`src/rtl/note_scroller.sv`:
```
// Purpose: four-lane falling-arrow playfield; scrolls notes once per frame, judges presses, renders the pixel colour.
// Latency: rgb is registered 1 clk after pix_stb; hit/miss pulses follow the scan cycle by 1 clk; a frame scan lasts NUM_SLOTS clks.
// Backpressure: spawn_ready drops while scanning, on the animate cycle, or with every slot full; the request is held, never dropped.
module note_scroller #(
    parameter int NUM_SLOTS = 8,
    parameter int SPEED     = 4,
    parameter int SPAWN_Y   = 476,
    parameter int TARGET_Y  = 32,
    parameter int HIT_WIN   = 12,
    parameter int LANE_X0   = 160,
    parameter int LANE_W    = 80,
    parameter int ARROW_W   = 64,
    parameter int ARROW_H   = 16
) (
    input  logic        clk,
    input  logic        rst,
    input  logic        pix_stb,
    input  logic        animate,
    input  logic        active,
    input  logic [9:0]  x,
    input  logic [9:0]  y,
    input  logic        spawn_valid,
    input  logic [1:0]  spawn_lane,
    output logic        spawn_ready,
    input  logic [3:0]  press,
    output logic        hit_stb,
    output logic        miss_stb,
    output logic [15:0] score,
    output logic [7:0]  rgb
);
    localparam int IW = $clog2(NUM_SLOTS);

    // All geometry is compared at 11 bits so sums of 10-bit positions never wrap.
    localparam logic [10:0] SPEED11 = 11'(SPEED);
    localparam logic [9:0]  SPEED10 = 10'(SPEED);
    localparam logic [9:0]  SPAWN10 = 10'(SPAWN_Y);
    localparam logic [10:0] TGT11   = 11'(TARGET_Y);
    localparam logic [10:0] HW11    = 11'(HIT_WIN);
    localparam logic [10:0] LX0_11  = 11'(LANE_X0);
    localparam logic [10:0] LW11    = 11'(LANE_W);
    localparam logic [10:0] AW11    = 11'(ARROW_W);
    localparam logic [10:0] AH11    = 11'(ARROW_H);

    typedef enum logic {IDLE = 1'b0, SCAN = 1'b1} state_t;

    state_t               state;
    logic [IW-1:0]        idx;
    logic [NUM_SLOTS-1:0] slot_vld;
    logic [1:0]           slot_lane [NUM_SLOTS];
    logic [9:0]           slot_y    [NUM_SLOTS];
    logic [3:0]           pending;
    logic [3:0]           judge;

    logic          any_free;
    logic [IW-1:0] free_idx;
    logic          spawn_fire;

    // Find the lowest-index free slot; scanning downward lets the lowest index win.
    always_comb begin
        any_free = 1'b0;
        free_idx = '0;
        for (int i = NUM_SLOTS - 1; i >= 0; i--) begin
            if (!slot_vld[i]) begin
                any_free = 1'b1;
                free_idx = IW'(i);
            end
        end
    end

    // Spawns are only taken in IDLE and never on the animate cycle, so they cannot collide with a scan.
    assign spawn_ready = (state == IDLE) && !animate && any_free;
    assign spawn_fire  = spawn_valid && spawn_ready;

    logic        cur_vld;
    logic [1:0]  cur_lane;
    logic [10:0] cur_y;
    logic        in_win;
    logic        cur_hit;
    logic        cur_miss;

    assign cur_vld  = slot_vld[idx];
    assign cur_lane = slot_lane[idx];
    assign cur_y    = {1'b0, slot_y[idx]};
    assign in_win   = (cur_y + HW11 >= TGT11) && (cur_y <= TGT11 + HW11);
    assign cur_hit  = (state == SCAN) && cur_vld && judge[cur_lane] && in_win;
    assign cur_miss = (state == SCAN) && cur_vld && !cur_hit && (cur_y < SPEED11);

    // Frame FSM: latch presses, accept spawns in IDLE, judge/move one slot per clk in SCAN.
    always_ff @(posedge clk) begin
        if (rst) begin
            state    <= IDLE;
            idx      <= '0;
            slot_vld <= '0;
            pending  <= '0;
            judge    <= '0;
            score    <= '0;
            hit_stb  <= 1'b0;
            miss_stb <= 1'b0;
        end else begin
            hit_stb  <= cur_hit;
            miss_stb <= cur_miss;
            case (state)
                IDLE: begin
                    if (animate) begin
                        state   <= SCAN;
                        idx     <= '0;
                        judge   <= pending;
                        // Presses landing on the animate cycle count toward the next frame.
                        pending <= press;
                    end else begin
                        pending <= pending | press;
                    end
                    if (spawn_fire) begin
                        slot_vld[free_idx]  <= 1'b1;
                        slot_lane[free_idx] <= spawn_lane;
                        slot_y[free_idx]    <= SPAWN10;
                    end
                end
                SCAN: begin
                    pending <= pending | press;
                    if (cur_hit) begin
                        slot_vld[idx]   <= 1'b0;
                        judge[cur_lane] <= 1'b0;
                        if (score != 16'hFFFF) begin
                            score <= score + 16'd1;
                        end
                    end else if (cur_miss) begin
                        slot_vld[idx] <= 1'b0;
                    end else if (cur_vld) begin
                        slot_y[idx] <= slot_y[idx] - SPEED10;
                    end
                    idx <= idx + 1'b1;
                    if (idx == IW'(NUM_SLOTS - 1)) begin
                        state <= IDLE;
                    end
                end
                default: state <= IDLE;
            endcase
        end
    end

    function automatic logic [7:0] lane_colour(input logic [1:0] l);
        case (l)
            2'd0:    lane_colour = 8'hE0;
            2'd1:    lane_colour = 8'h1C;
            2'd2:    lane_colour = 8'h03;
            default: lane_colour = 8'hFC;
        endcase
    endfunction

    logic [10:0] x11;
    logic [10:0] y11;
    logic [10:0] lx;
    logic [10:0] ty;
    logic        arrow_hit;
    logic [7:0]  arrow_col;
    logic [7:0]  pix_c;

    assign x11 = {1'b0, x};
    assign y11 = {1'b0, y};

    // Pixel colour: arrows over the target line over background; blank outside the visible area.
    always_comb begin
        arrow_hit = 1'b0;
        arrow_col = 8'h00;
        lx        = '0;
        ty        = '0;
        pix_c     = 8'h00;
        for (int i = 0; i < NUM_SLOTS; i++) begin
            lx = LX0_11 + 11'(slot_lane[i]) * LW11;
            ty = {1'b0, slot_y[i]};
            if (!arrow_hit && slot_vld[i] && x11 >= lx && x11 < lx + AW11 &&
                y11 >= ty && y11 < ty + AH11) begin
                arrow_hit = 1'b1;
                arrow_col = lane_colour(slot_lane[i]);
            end
        end
        if (!active) begin
            pix_c = 8'h00;
        end else if (arrow_hit) begin
            pix_c = arrow_col;
        end else if (y11 == TGT11 && x11 >= LX0_11 && x11 < LX0_11 + LW11 * 11'd4) begin
            pix_c = 8'hFF;
        end
    end

    // Register the pixel on each strobe and hold it between strobes.
    always_ff @(posedge clk) begin
        if (rst) begin
            rgb <= 8'h00;
        end else if (pix_stb) begin
            rgb <= pix_c;
        end
    end

endmodule

```
`config.mk`:
```
export PLATFORM = sky130hd
export DESIGN_NAME = note_scroller
export DESIGN_NICKNAME = d
export VERILOG_FILES = /design/src/rtl/note_scroller.sv
export SDC_FILE = /design/constraint.sdc
export NUM_CORES = 1
export LEC_CHECK = 0
export ABC_AREA = 1
export BUFFER_PORTS_ARGS = -buffer_cell sky130_fd_sc_hd__buf_2
export CAP_MARGIN = 10
export CORE_MARGIN = 1
export CORE_UTILIZATION = 40
export DETAILED_ROUTE_END_ITERATION = 10
export GPL_TIMING_DRIVEN = 0
export SETUP_SLACK_MARGIN = 0.4
export SLEW_MARGIN = 20
export SYNTH_ARGS = -nofsm -noshare
export SYNTH_HDL_FRONTEND = slang
export SYNTH_SLANG_ARGS = --single-unit
```
`constraint.sdc`:
```
create_clock -name clk -period 3.9 [get_ports clk]
set_clock_uncertainty 0.2 [all_clocks]
set_input_delay 1.17 -clock clk [delete_from_list [all_inputs] [get_ports clk]]
set_output_delay 1.17 -clock clk [all_outputs]
set_load 0.01 [all_outputs]
```
==> results.sh, run 1 <==
export IMPL_status="finished, final reports clean"
export IMPL_drc=0
export IMPL_grt_pass1_wl_um=61900
export IMPL_netSwitchingFraction=0.285
export IMPL_antenna_found_initial=1
export IMPL_htree_num_levels=4
export IMPL_initial_core_util=0.405
export IMPL_synth_top_area_share=0.246
export IMPL_ant_nets=0
export IMPL_drive_above_1_share=0.153
export IMPL_ys_seq_area_frac=0.278
export IMPL_final_nets=2153
export IMPL_worst_slew_pin_slew_ns=0.723
export IMPL_hpwl_um=30100
export IMPL_fmax_mhz=290
export IMPL_end_kind="register"
export IMPL_whs_endpoint="judge[0]"
export IMPL_reg2reg_from="slot_lane[2][1]"
export IMPL_fp_dieH_um=186
export IMPL_p_int_mw=2.94
export IMPL_r2r_end="rgb[1]"
export IMPL_numCtsBuffers=17
export IMPL_min_period_ns=3.45
export IMPL_seqPwrFrac=0.390
export IMPL_hp_class="register to register"
export IMPL_drt_initial_drc_count=834
export IMPL_final_area_sq_um=16100
export IMPL_pin_count=59
export IMPL_vias=12300
export IMPL_yosys_area_share_simple=0.225
export IMPL_final_cell_mix="276 x nand2_1, 251 x ha_1, 231 x inv_1, 149 x a21oi_1, 145 x nor2_1"
export IMPL_post_synth_num_cell_types=56
export IMPL_fp_dieW_um=186
export IMPL_required_ns=3.99
export IMPL_drt_pass1_iterations=7
export IMPL_synthAdderAreaFrac=0.246
export IMPL_setup_viol=0
export IMPL_timing_reg2reg_setup_slack_ns=0.47
export IMPL_cts_root_buffer="clkbuf_16"
export IMPL_clock_latency_ns=0.43
export IMPL_cts_tree="done"
export IMPL_switching_power_mw=1.18
export IMPL_worstHoldStart="judge[0]"
export IMPL_p_leak_nw=7.20
export IMPL_maxSlewHeadroom=0.513
export IMPL_postPlaceCellArea_sq_um=14400
export IMPL_routed_wl_um=40400
export IMPL_grt_util_all_layers=0.236
export IMPL_whs_path_depth=2
export IMPL_synth_edf_count=96
export IMPL_rows=67
export IMPL_crit_type="primary input to register"
export IMPL_synth_area_mux_share=0.000739
export IMPL_ys_warn_count=0
export IMPL_powerDensity_nw_per_um2=257
export IMPL_cp_start_kind="primary input"
export IMPL_gp_congestion=0.905
export IMPL_min_period_over_period=0.884
export IMPL_syn_avg_cell_area_sq_um=7.78
export IMPL_arrival_ns=3.54
export IMPL_viasPerCell=5.33
export IMPL_crit_fanout=6
export IMPL_r2r_cells=22
export IMPL_synth_seq_cells=140
export IMPL_clockBufferDepth=2
export IMPL_synthArstFlopShare=0
export IMPL_clkSinkCount=140
export IMPL_layout_commonest_cell="nand2_1"
export IMPL_yosys_area_top_type="ha_1"
export IMPL_areaGrowthSynthToFinish_pct=18.6
export IMPL_synth_top_family_by_area="adder cells"
export IMPL_synth_area_leaders="ha_1 25%, edfxtp_1 21%, nand2_1 8.1%"
export IMPL_max_cap_viol_count=0
export IMPL_synthCells=1740
export IMPL_die_area_sq_um=34600
export IMPL_clockPowerShare=0.421
export IMPL_drv_slew=0
export IMPL_p_comb_frac=0.189
export IMPL_vdd_drop_max_mv=0.265
export IMPL_synth_fp_nets=2038
export IMPL_synth_xor_area_frac=0.0246
export IMPL_grt_overflow=0
export IMPL_core_sq_um=33400
export IMPL_grt_max_degree=26
export IMPL_diodes=0
export IMPL_synth_compound_area_frac=0.139
export IMPL_total_power_mw=4.12
export IMPL_hold_violations=0
export IMPL_portBuffers=58
export IMPL_grt_pass1_vias=11600
export IMPL_num_fill_cells=3212
export IMPL_wl_per_cell_um=17.5
export IMPL_path_clk_slew_ns=0.06
export IMPL_synth_ff_type="edfxtp_1"
export IMPL_syn_area_sq_um=13500
export IMPL_rsz0062_at_grt="yes"
## worst max path at each step
stage / from / to / slack, ns / depth (start not counted)
after CTS: y[7] / rgb[1] / 0.40 / 17
after global routing: x[5] / rgb[1] / 0.31 / 21
after floorplan: x[4] / rgb[1] / 0.45 / 22
final: y[0] / rgb[4] / 0.45 / 12
after detailed placement: y[6] / rgb[1] / -0.48 / 17
after global placement: x[2] / rgb[1] / -0.43 / 21
## timing repair
action                                  4_1_cts  5_1_grt
cloned                                        0        0
pin swaps                                    20       35
endpoints found under the setup margin      120      131
hold buffers                                  0        0
buffers inserted                             23       14
resized for setup                            72       77
## worst max-delay path, stage by stage
cell and delay (ns):
buf_8 0.09, clkinvlp_4 0.11, buf_12 0.16, buf_4 0.13
ha_1 0.27, nand4_1 0.08, o41ai_2 0.70, nand3_1 0.30
o31ai_1 0.30, nand2_1 0.09, nand2_1 0.08, a21oi_1 0.06
## cell type report
| type | instances | area [sq um] | share of cell area |
|---|---|---|---|
| multi-input cells | 1315 | 9090 | 0.566 |
| flip-flops and latches | 140 | 3760 | 0.235 |
| inverters | 255 | 975 | 0.0607 |
| repair buffers | 96 | 811 | 0.0505 |
| well taps | 448 | 561 | 0.0349 |
| clock buffers | 18 | 429 | 0.0267 |
| plain buffers | 30 | 233 | 0.0145 |
| clock inverters | 14 | 191 | 0.0119 |
## synthesized netlist by cell type, types with 9 or more instances
library cell and instances:
nor2_1 163, nand3_1 87, xor2_1 26, inv_2 15
buf_4 9, ha_1 266, dfxtp_1 44, a21oi_1 153
o21bai_1 9, nand2_1 292, o21ai_0 94, edfxtp_1 96
nor4_1 11, nand4_1 40, nor3_1 34, inv_1 236
o21ai_1 20, xnor2_1 12
## power by group through the flow
stage	clock network, mW	registers (mW)	logic, mW
6_report	1.73	1.61	0.778
3_3_place_gp	0	1.64	0.673
4_1_cts	1.74	1.61	0.736
3_5_place_dp	0	1.64	0.692
2_1_floorplan	0	1.63	0.459
5_1_grt	1.80	1.61	0.866
## kinds of logic (layout without fill, tap and decap cells)
logic type	after synthesis	count (layout)
adder cells (fa/ha/maj)	266	266
buffers and inverters	285	413
flip-flops	140	140
AO/OA/AOI/OAI	334	334
XOR/XNOR	38	38
AND/OR/NAND/NOR	676	676
multiplexers	1	1
## per-layer routing
layer / share of wire / vias up / GRT usage
li1: - / 6169 / -
met4: 0.031 / 0 / 0.0915
met2: 0.47 / 339 / 0.400
met1: 0.45 / 5766 / 0.305
met3: 0.048 / 69 / 0.0292
met5: 0 / - / 0
## registers in the layout (all words and copies together), names as in the netlist, named ones only
signal / flops
slot_y: 80
score: 16
slot_lane: 16
slot_vld: 8
judge: 4
pending: 4
idx: 3
rgb: 3
hit_stb: 1
miss_stb: 1
state: 1
## metrics by stage
step	hold WS (ns)	util	TNS [ns]	std cells	worst slack, ns
6_report	0.267	0.480	0	2316	0.452
5_1_grt	0.281	0.480	0	2316	0.308
4_1_cts	0.263	0.466	0	2302	0.401
3_5_place_dp	0.254	0.431	-18.12	2247	-0.478
3_3_place_gp	0.249	0.430	-16.31	2246	-0.431
2_1_floorplan	0.239	-	0	1740	0.452
Power figures use the tool's default switching activity.
==> run 2, diff against run 1 <==
--- a/config.mk
+++ b/config.mk
@@ -10,6 +10,7 @@
 export CAP_MARGIN = 10
 export CORE_MARGIN = 1
 export CORE_UTILIZATION = 40
+export CTS_BUF_LIST = sky130_fd_sc_hd__clkbuf_16
 export DETAILED_ROUTE_END_ITERATION = 10
 export GPL_TIMING_DRIVEN = 0
 export SETUP_SLACK_MARGIN = 0.4
==> run 2 against run 1 <==
  * Sequential power barely moved
  * Worst hold slack barely moved
  * Global-route usage did not move
  * Non-clock buffer count did not move
  * Total power fell by 0.11%
  * Die area did not move
==> results.sh, run 2 (synthesized netlist as in run 1, its figures left out) <==
export IMPL_required_ns=3.99
export IMPL_timing_reg2reg_setup_slack_ns=0.47
export IMPL_powerDensity_nw_per_um2=256
export IMPL_drt_initial_drc_count=833
export IMPL_rsz0062_at_grt="yes"
export IMPL_areaGrowthSynthToFinish_pct=18.6
export IMPL_whs_endpoint="judge[0]"
export IMPL_gp_congestion=0.905
export IMPL_status="finished, final reports clean"
export IMPL_drive_above_1_share=0.153
export IMPL_layout_commonest_cell="nand2_1"
export IMPL_num_fill_cells=3212
export IMPL_initial_core_util=0.405
export IMPL_viasPerCell=5.34
export IMPL_vias=12400
export IMPL_fp_dieW_um=186
export IMPL_clock_latency_ns=0.43
export IMPL_fp_dieH_um=186
export IMPL_layout_area_seq_sq_um=3760
export IMPL_worstHoldStart="judge[0]"
export IMPL_reg2reg_from="slot_lane[2][1]"
export IMPL_core_sq_um=33400
export IMPL_arrival_ns=3.54
export IMPL_rows=67
export IMPL_min_period_ns=3.45
export IMPL_hp_class="register to register"
export IMPL_clkSinkCount=140
export IMPL_cts_root_buffer="clkbuf_16"
export IMPL_p_leak_nw=7.21
export IMPL_crit_type="primary input to register"
export IMPL_vdd_drop_max_mv=0.264
export IMPL_r2r_cells=22
export IMPL_cp_start_kind="primary input"
export IMPL_r2r_end="rgb[1]"
export IMPL_cts_tree="done"
export IMPL_path_clk_slew_ns=0.06
export IMPL_grt_pass1_vias=11600
export IMPL_wl_per_cell_um=17.5
export IMPL_top_regs="slot_y: 80 flops, score: 16 flops, slot_lane: 16 flops"
export IMPL_diodes=0
export IMPL_worst_slew_pin_slew_ns=0.721
export IMPL_maxSlewHeadroom=0.514
export IMPL_pin_count=59
export IMPL_grt_max_degree=26
export IMPL_setup_viol=0
export IMPL_grt_overflow=0
export IMPL_numCtsBuffers=17
export IMPL_clockBufferDepth=2
export IMPL_max_cap_viol_count=0
export IMPL_min_period_over_period=0.884
export IMPL_largest_register_ffs=80
export IMPL_whs_path_depth=2
export IMPL_die_area_sq_um=34600
export IMPL_finalNonFillerCells=2316
export IMPL_antenna_found_initial=1
export IMPL_hpwl_um=30100
export IMPL_drv_slew=0
export IMPL_crit_fanout=9
export IMPL_dp_cells=2247
export IMPL_grt_util_all_layers=0.236
export IMPL_multi_input_area_sq_um=9090
export IMPL_end_kind="register"
export IMPL_final_nets=2153
export IMPL_total_power_mw=4.11
export IMPL_regMostFlops="slot_y"
export IMPL_hold_violations=0
export IMPL_drt_pass1_iterations=5
export IMPL_fmax_mhz=290
export IMPL_portBuffers=58
export IMPL_routed_wl_um=40400
export IMPL_ant_nets=0
export IMPL_grt_pass1_wl_um=61900
export IMPL_drc=0
export IMPL_htree_num_levels=4
export IMPL_final_cell_mix="276 x nand2_1, 251 x ha_1, 232 x inv_1, 149 x a21oi_1, 145 x nor2_1"
[run 2: worst max path at each step]
stage               startpoint     end  slack [ns]  cells past startpoint
CTS                       y[7]  rgb[1]        0.40                     17
global placement          x[2]  rgb[1]       -0.43                     21
floorplan                 x[4]  rgb[1]        0.45                     22
global route              x[5]  rgb[1]        0.31                     21
finish                    x[5]  rgb[1]        0.45                     21
detailed placement        y[6]  rgb[1]       -0.48                     17
[run 2: stage by stage]
| step | hold WS (ns) | worst slack, ns | TNS [ns] | instance area [sq um] | utilization |
|---|---|---|---|---|---|
| 3_5_place_dp | 0.254 | -0.478 | -18.12 | 14400 | 0.431 |
| 5_1_grt | 0.281 | 0.308 | 0 | 16100 | 0.480 |
| 3_3_place_gp | 0.249 | -0.431 | -16.31 | 14400 | 0.430 |
| 2_1_floorplan | 0.239 | 0.452 | 0 | 13500 | - |
| 6_report | 0.267 | 0.452 | 0 | 16100 | 0.480 |
| 4_1_cts | 0.263 | 0.401 | 0 | 15600 | 0.466 |
[run 2: layout make-up]
cell class,instances,area share
inverters,255,0.0607
plain buffers,30,0.0145
multi-input cells,1315,0.566
clock buffers,17,0.0265
clock inverters,15,0.0122
flip-flops and latches,140,0.235
repair buffers,96,0.0505
well taps,448,0.0349
[run 2: worst max-delay path, cell delays in order]
cell and delay (ns):
buf_4 0.18, ha_1 0.34, inv_1 0.06, nor2_1 0.04, o21ai_0 0.17, nand2_1 0.08, nor2_1 0.11, inv_1 0.06
nand3b_1 0.09, nor2_2 0.07, inv_2 0.10, nand3_4 0.09, nor2_4 0.14, nand2_2 0.10, nor2_4 0.13, nand2_2 0.09
or2_0 0.23, nand2_1 0.07, nand2_1 0.07, nand2_2 0.07, a21oi_2 0.05
[run 2: metal layers]
| layer | track usage | up-vias | routed length, um | share of wire |
|---|---|---|---|---|
| li1 | - | 6170 | - | - |
| met1 | 0.305 | 5783 | 18200 | 0.45 |
| met2 | 0.400 | 338 | 19100 | 0.47 |
| met3 | 0.0292 | 71 | 1890 | 0.047 |
| met4 | 0.0915 | 0 | 1260 | 0.031 |
| met5 | 0 | - | 0 | 0 |
[run 2: what timing repair did]
action,4_1_cts,5_1_grt
setup buffers,23,14
setup endpoints to repair,120,131
resized for setup,72,77
pin swaps,20,35
hold buffers,0,0
[run 2: power breakdown]
group          internal [mW]  total [mW]  switching (mW)  leakage [nW]
registers               1.59        1.61          0.0150          1.32
clock network           1.07        1.73           0.661         0.295
logic                  0.281       0.778           0.497          5.59
